$ cat src/rtl/snn_pkg.sv
// Shared SNN raster definitions.
// Default neuron count and timestamp width, the raster entry width and the
// field offsets of one entry {timestamp, spike vector}. The readout serializer
// imports this package too, so both ends agree on the entry layout.
package snn_pkg;

  localparam int SNN_NUM_NEURONS = 4;
  localparam int SNN_TS_WIDTH    = 8;

  // Spike vector occupies the low bits; the timestamp sits directly above it.
  localparam int SNN_SPK_LSB     = 0;

  function automatic int raster_width(input int nn, input int tw);
    return nn + tw;
  endfunction

  function automatic int ts_lsb(input int nn);
    return SNN_SPK_LSB + nn;
  endfunction

  localparam int SNN_RASTER_W = raster_width(SNN_NUM_NEURONS, SNN_TS_WIDTH);
  localparam int SNN_TS_LSB   = ts_lsb(SNN_NUM_NEURONS);

endpackage

$ cat src/rtl/sync_fifo.sv
// Synchronous FIFO with a full-pop bypass.
// A push is accepted while not full, or when full if a pop happens in the
// same cycle (the freed slot is reused at once). The head is read
// combinationally from storage and forced to zero while empty.
// Ports:
//   clk, reset    clock, synchronous active-high reset
//   i_flush       empty the FIFO (pointers and level to zero)
//   i_push        push request, i_din is the entry
//   i_pop_req     consumer ready; a pop only happens when non-empty
//   o_dout        head entry (zero while empty)
//   o_valid       FIFO non-empty
//   o_level       number of stored entries, 0..DEPTH
//   o_push_ok     the push request is accepted this cycle
module sync_fifo #(
  parameter int WIDTH = 12,
  parameter int DEPTH = 8
) (
  input  logic                     clk,
  input  logic                     reset,
  input  logic                     i_flush,
  input  logic                     i_push,
  input  logic                     i_pop_req,
  input  logic [WIDTH-1:0]         i_din,
  output logic [WIDTH-1:0]         o_dout,
  output logic                     o_valid,
  output logic [$clog2(DEPTH):0]   o_level,
  output logic                     o_push_ok
);

  localparam int AW = $clog2(DEPTH);
  localparam int LW = AW + 1;

  logic [WIDTH-1:0] r_mem [DEPTH];
  logic [AW-1:0]    r_wr_ptr;
  logic [AW-1:0]    r_rd_ptr;
  logic [LW-1:0]    r_level;

  logic w_pop;
  logic w_push;
  logic w_full;

  assign w_full  = (r_level == LW'(DEPTH));
  assign w_pop   = i_pop_req & (r_level != '0);
  // When full, the head leaves this cycle, so its slot can take the new entry.
  assign w_push  = i_push & (~w_full | w_pop);

  assign o_valid   = (r_level != '0);
  assign o_level   = r_level;
  assign o_push_ok = w_push;
  assign o_dout    = o_valid ? r_mem[r_rd_ptr] : '0;

  // DEPTH is a power of two, so pointers wrap naturally at AW bits.
  always_ff @(posedge clk) begin
    if (reset || i_flush) begin
      r_wr_ptr <= '0;
      r_rd_ptr <= '0;
      r_level  <= '0;
    end else begin
      if (w_push) r_wr_ptr <= r_wr_ptr + AW'(1);
      if (w_pop)  r_rd_ptr <= r_rd_ptr + AW'(1);
      case ({w_push, w_pop})
        2'b10:   r_level <= r_level + LW'(1);
        2'b01:   r_level <= r_level - LW'(1);
        default: r_level <= r_level;
      endcase
    end
  end

  // Storage carries no reset; unread slots are never visible because the
  // head is masked while empty.
  always_ff @(posedge clk) begin
    if (w_push && !reset && !i_flush) r_mem[r_wr_ptr] <= i_din;
  end

endmodule

$ cat src/rtl/spike_raster_fifo.sv
// Spike raster capture FIFO.
// Samples the spike outputs of the neuron array every cycle. Each enabled
// cycle with at least one recorded spike becomes one raster entry
// {timestamp, masked spike vector}, buffered for a valid/ready consumer.
// Entries that find the FIFO full are dropped and counted.
// Ports:
//   clk, reset         clock, synchronous active-high reset
//   enable             advance timestamp and allow captures
//   flush              empty the FIFO and clear the overflow flag
//   spike_in/mask      neuron spike pulses and per-neuron record mask
//   out_valid/ready    consumer handshake, out_ts/out_spikes = head entry
//   ts_now, ts_wrap    free-running timestamp and its wrap pulse
//   level              stored entries
//   overflow           sticky drop flag (cleared by reset or flush)
//   drop_count         saturating drop counter (cleared by reset only)
module spike_raster_fifo
  import snn_pkg::*;
#(
  parameter int NUM_NEURONS = SNN_NUM_NEURONS,
  parameter int TS_WIDTH    = SNN_TS_WIDTH,
  parameter int DEPTH       = 8,
  parameter int DROP_WIDTH  = 8
) (
  input  logic                    clk,
  input  logic                    reset,
  input  logic                    enable,
  input  logic                    flush,
  input  logic [NUM_NEURONS-1:0]  spike_in,
  input  logic [NUM_NEURONS-1:0]  spike_mask,
  output logic                    out_valid,
  input  logic                    out_ready,
  output logic [TS_WIDTH-1:0]     out_ts,
  output logic [NUM_NEURONS-1:0]  out_spikes,
  output logic [TS_WIDTH-1:0]     ts_now,
  output logic                    ts_wrap,
  output logic [$clog2(DEPTH):0]  level,
  output logic                    overflow,
  output logic [DROP_WIDTH-1:0]   drop_count
);

  localparam int RW     = raster_width(NUM_NEURONS, TS_WIDTH);
  localparam int TS_LSB = ts_lsb(NUM_NEURONS);

  logic [TS_WIDTH-1:0]    r_ts;
  logic                   r_ts_wrap;
  logic                   r_overflow;
  logic [DROP_WIDTH-1:0]  r_drop_count;

  logic [NUM_NEURONS-1:0] w_vec;
  logic                   w_push_req;
  logic                   w_push_ok;
  logic                   w_drop;
  logic [RW-1:0]          w_din;
  logic [RW-1:0]          w_dout;

  assign w_vec      = spike_in & spike_mask;
  assign w_push_req = enable & (|w_vec);
  // Entry carries the timestamp of the spike cycle itself (pre-increment).
  assign w_din      = {r_ts, w_vec};
  // A flush discards the push outright; that is not a drop.
  assign w_drop     = w_push_req & ~w_push_ok & ~flush;

  sync_fifo #(
    .WIDTH (RW),
    .DEPTH (DEPTH)
  ) u_fifo (
    .clk       (clk),
    .reset     (reset),
    .i_flush   (flush),
    .i_push    (w_push_req),
    .i_pop_req (out_ready),
    .i_din     (w_din),
    .o_dout    (w_dout),
    .o_valid   (out_valid),
    .o_level   (level),
    .o_push_ok (w_push_ok)
  );

  always_ff @(posedge clk) begin
    if (reset) begin
      r_ts         <= '0;
      r_ts_wrap    <= 1'b0;
      r_overflow   <= 1'b0;
      r_drop_count <= '0;
    end else begin
      if (enable) r_ts <= r_ts + TS_WIDTH'(1);
      r_ts_wrap <= enable & (&r_ts);
      if (flush)       r_overflow <= 1'b0;
      else if (w_drop) r_overflow <= 1'b1;
      if (w_drop && (r_drop_count != '1)) r_drop_count <= r_drop_count + DROP_WIDTH'(1);
    end
  end

  assign out_ts     = w_dout[TS_LSB +: TS_WIDTH];
  assign out_spikes = w_dout[SNN_SPK_LSB +: NUM_NEURONS];
  assign ts_now     = r_ts;
  assign ts_wrap    = r_ts_wrap;
  assign overflow   = r_overflow;
  assign drop_count = r_drop_count;

endmodule

$ cat config.mk
export PLATFORM = sky130hd
export DESIGN_NAME = spike_raster_fifo
export DESIGN_NICKNAME = d
export VERILOG_FILES = /design/src/rtl/snn_pkg.sv /design/src/rtl/sync_fifo.sv /design/src/rtl/spike_raster_fifo.sv
export SDC_FILE = /design/constraint.sdc
export NUM_CORES = 1
export LEC_CHECK = 0
export ABC_AREA = 0
export CORE_MARGIN = 3
export CORE_UTILIZATION = 51
export CTS_CLUSTER_SIZE = 16
export DETAILED_ROUTE_END_ITERATION = 6
export PLACE_DENSITY = 0.84
export SLEW_MARGIN = 20
export SYNTH_ARGS = -nofsm -noshare
export SYNTH_HDL_FRONTEND = slang
export SYNTH_HIERARCHICAL = 1
export SYNTH_SLANG_ARGS = --single-unit
$ cat constraint.sdc
create_clock -name clk -period 3.2 [get_ports clk]
set_input_delay 0.96 -clock clk [delete_from_list [all_inputs] [get_ports clk]]
set_output_delay 0.96 -clock clk [all_outputs]
set_load 0.01 [all_outputs]
Word level (Yosys, flattened, before mapping)
Memory sizes are Yosys's and may differ from the RTL's. A register that Yosys moved wholly into a read port is not among the register bits. Index checks and enable logic that the tools add are counted.

Input bits: 13. Output and inout port bits: 35. Word-level logic and storage cells: 46. Register bits after elaboration: 28. Bits in read-only memories: 0. Memories kept: 1. Latch bits: 0. Memory bits (writable): 96.

Shift-type cells: 0. Div/mod/pow operators: 0. Reduce and logical (&&, ||, !) cells: 11. Magnitude comparators: 0. Mux-type cells: 6. Multipliers: 0. Bitwise logic cells: 11. Equality and inequality tests: 4. Add/subtract/negate cells: 6.

Memories: u_fifo.r_mem (words 8, bits a word 12, rd ports 1, clocked after Yosys merged registers in 1, write ports 1, RTL line sync_fifo.sv:33) `logic [WIDTH-1:0] r_mem [DEPTH];`.

Operators with widths (count): $add A8 B1 Y8 const B (2); $mux W12 (1); $ne A8 B8 Y1 const B (1); $pmux W4 S2 (1); $reduce_and A8 Y1 (1); $add A3 B1 Y3 const B (2); $and A1 B1 Y1 (6); $mux W3 (2); $add A4 B1 Y4 const B (1); $and A4 B4 Y4 (1); $eq A4 B4 Y1 const B (1); $reduce_bool A4 Y1 (1); $reduce_or A4 Y1 (1); $sub A4 B1 Y4 const B (1); $logic_and A1 B1 Y1 (3); $not A1 Y1 (3); $eq A2 B1 Y1 const B (1); $eq A2 B2 Y1 const B (1); $logic_not A1 Y1 (2); $mux W1 (2); $reduce_bool A2 Y1 (1); $reduce_or A2 Y1 (1); $logic_or A1 B1 Y1 (1); $or A1 B1 Y1 (1).

Logic depth before layout (Yosys ltp)
Gate-level depths: netlist of run 1.

Word-level depth: 8. Mapped depth: 10.

Cells and area by module
Netlist of run 1, hierarchy kept.

Modules (own cells, without submodules): sync_fifo (area an instance 4366.7 um^2, cells each 240, instances 1); spike_raster_fifo (area an instance 914.6 um^2, cells each 99, instances 1).

Worst setup path after synthesis of run 1
OpenSTA, ideal clock, no wires.

Kind: input to register. From: input spike_in[0]. To: memory u_fifo.r_mem[0][0] (enable). Path buffers: 0. Stages: 5. Setup slack: 0.098 ns. Library setup time: 0.396 ns. Arrival time: 2.706 ns. Required time: 2.804 ns. Path through: a22o_4 > o21a_1 > o21ai_1 > or3_1 > nor3_1.

Longest elaborated chain between the ends: 8.

RTL lines: start: declaration (RTL line spike_raster_fifo.sv:28) `input logic [NUM_NEURONS-1:0] spike_in,`; $and A4 B4 Y4 (RTL line spike_raster_fifo.sv:56) `assign w_vec = spike_in & spike_mask;`; $reduce_or A4 Y1 (RTL line spike_raster_fifo.sv:57) `assign w_push_req = enable & (|w_vec);`; $and A1 B1 Y1 (RTL line spike_raster_fifo.sv:57); via w_push_req (RTL line spike_raster_fifo.sv:50) `logic w_push_req;`; $and A1 B1 Y1 (RTL line sync_fifo.sv:45) `assign w_push = i_push & (~w_full | w_pop);`; $logic_and A1 B1 Y1 (2 in series) (RTL line sync_fifo.sv:72) `if (w_push && !reset && !i_flush) r_mem[r_wr_ptr] <= i_din;`; $mux W1 (RTL line sync_fifo.sv:72); $mux W1 (not written as such) (RTL line sync_fifo.sv:72); end: declaration (RTL line sync_fifo.sv:33).

The timed path passes the listed nets, and every way through them passes these cells.

==> reports/results.tsv, run 1 <==
metric	value	unit
ys_top_cells_by_count	edfxtp_1 (96), nor2_1 (36), dfxtp_1 (31), mux4_2 (24), mux2i_1 (14)	
io_buffers	47	
finalClockSkew	8.88	ps
critPathArrivalTime	2190	ps
yosysMostFrequentCell	edfxtp_1	
finalCriticalPeriod	3150	ps
vias	3284	
synth_nets	359	
syn2layout_area_growth	27.8	%
drv_cap	0	
synth.largest_area_cell	edfxtp_1	
total_power	3.77	mW
cts_buffers	17	
powerDensity	558	mW/mm2
drtPass1Iterations	4	
fillers	677	
h-tree-depth	4	
status	complete, no violations	
pwr-share-seq	47.5	%
core	0.00991	mm2
vdd_drop_max	357	uV
clk_transition_reported_paths	60	ps
place_congestion	0.799	
period_share	98.5	%
hold_violations	0	
crit_fanout	9	
timing.fmax	0.317	GHz
p_int	2.93	mW
track_usage	21.9	%
via_per_inst	5.67	
synth_top_area_share	54.6	%
whs	505	ps
power.net_switching	835	uW
worst_slew_pin_slew	458	ps
clk_latency	520	ps
ys_types	49	
synth_edf_count	96	
drc	0	
syn_area	0.00528	mm2
dieArea	0.0116	mm2
synthArstFlopShare	0	%
initial_utilization	53.3	%
synth_cells	339	
clock_path_buffers	2	
swShare	22.2	%
first_iter_violations	239	
clockPowerShare	45.6	%
die_y	108	um
drive_gt1_share	24.9	%
io-pin-count	48	
dpl.hpwl	7190	um
ys_seq_area_share	66.3	%
routedWlPerCell	20.5	um
p_leak	2.30	nW
cts_tree	built	
rsz0062_at_grt	true	
die_width	108	um
synth_area_per_cell	15.6	um2
cts-root-buf	clkbuf_8	
slew_violations	0	
crit_type	reg2out	
fin_nets	453	
synth_ff_type	edfxtp_1	
grt_start_max_net_pins	25	
ys_warn_count	6	
required	2240	ps
comb_power_share	6.8	%
ant_nets	0	
overflow	0	
rows	36	
antenna_found_initial	0	
ff_latch_area	0.00351	mm2
synth-seq-cells	127	
hp-class	reg2reg	
clock-sinks	127	
slew_headroom	69.4	%
setup_viol	0	
diodes	0	
multiInputGateArea	0.00168	mm2
finalWirelength	11900	um
grt_first_pass_wirelength	18200	um
start_kind	flip-flop	
synth_area_leaders	edfxtp_1 (55%), dfxtp_1 (12%), mux4_2 (10%), mux2i_1 (2.7%), nor2_1 (2.6%)	
grt_pass1_vias	3287	
cp-end-kind	output pin	
## path summary, 6_finish.rpt
path	slack [ps]	cells past startpoint	start	to
max	50	5	flip-flop	out_ts[0]
min	500	2	overflow	overflow
max reg2reg	830	10	u_fifo/o_level[0]	u_fifo/o_level[3]
min reg2reg	500	2	overflow	overflow
## state kept, by name, summed over array words and instances, names as in the netlist, named ones only
signal and cells:
overflow 1, drop_count 8, u_fifo/r_rd_ptr 3, u_fifo/r_mem 96
u_fifo/r_wr_ptr 3, ts_now 8, u_fifo/o_level 4, ts_wrap 1
## layout make-up
cell class                      count  area share, %
Inverter                            6          0.334
Multi-Input combinational cell    192           24.9
Sequential cell                   127           52.0
Timing Repair Buffer               89           12.4
Tap cell                          133           2.47
Clock inverter                     14           1.78
Clock buffer                       18           6.19
## critical path, cell delays in order (launching register included)
cell and delay [ps]:
dfxtp_4 380, bufbuf_16 300, mux4_2 500, mux2i_1 160, nor2_1 60, dlygate4sd2_1 280
## repair_timing
action,CTS,global route
pin swaps,1,1
buffers inserted,1,2
resized for setup,17,0
endpoints found under the hold margin,0,0
cloned,1,0
setup endpoints to repair,13,7
hold buffers,0,0
## layer usage
metal	GRT usage [%]	share of wire, %	vias to the layer above
met1	27.5	40	1606
met3	6.06	5.9	24
met2	33.7	49	158
li1	-	-	1496
met5	0	0	-
met4	13.4	4.9	0
## cells by family after synthesis
family / after synthesis / synth area share, %
AND/OR/NAND/NOR: 95 / 9.36
multiplexers: 38 / 12.9
XOR/XNOR: 12 / 1.99
buffers and inverters: 20 / 2.01
adder cells (fa/ha/maj): 7 / 1.80
AO/OA/AOI/OAI: 40 / 5.61
flip-flops: 127 / 66.3
## cell usage in the layout (no fill, tap or decap), types with 3 or more instances in the layout
cell,instances
edfxtp_1,96
buf_4,37
nor2_1,36
clkdlybuf4s50_1,35
dfxtp_1,30
mux4_2,24
clkbuf_16,16
a21oi_1,13
mux2i_1,12
dlygate4sd2_1,12
nand2_1,11
nand3_1,9
o21ai_0,9
xor2_1,7
or3_1,6
ha_1,6
inv_1,6
nand2b_1,5
nand4_1,5
xnor2_1,5
nor3_1,5
clkinv_2,5
and2_1,4
clkinvlp_4,4
clkinv_4,3
buf_12,3
## power groups by stage
stage	clock, mW	sequential (mW)	combinational (mW)
floorplan	0	1.83	0.127
global placement	0	1.82	0.235
detailed placement	0	1.82	0.241
CTS	1.74	1.79	0.251
global route	1.82	1.79	0.277
finish	1.72	1.79	0.257
## metrics by stage
stage          cells  TNS [ps]  area [um2]  setup WS [ps]  utilization (%)
2_1_floorplan    339         0        5280           97.5                -
3_3_place_gp     543         0        6140           32.7             62.0
3_5_place_dp     543      -426        6140           -135             62.0
4_1_cts          577         0        6740           19.2             68.0
5_1_grt          579     -76.9        6750          -22.7             68.1
6_report         579         0        6750           48.1             68.1
Note: power is estimated with default switching activity, not from simulation.
==> run 2, diff against run 1 <==
SLEW_MARGIN = 40   (was 20)
==> results of run 2 <==
No change in the layout: final DEF, timing and power equal those of run 1.
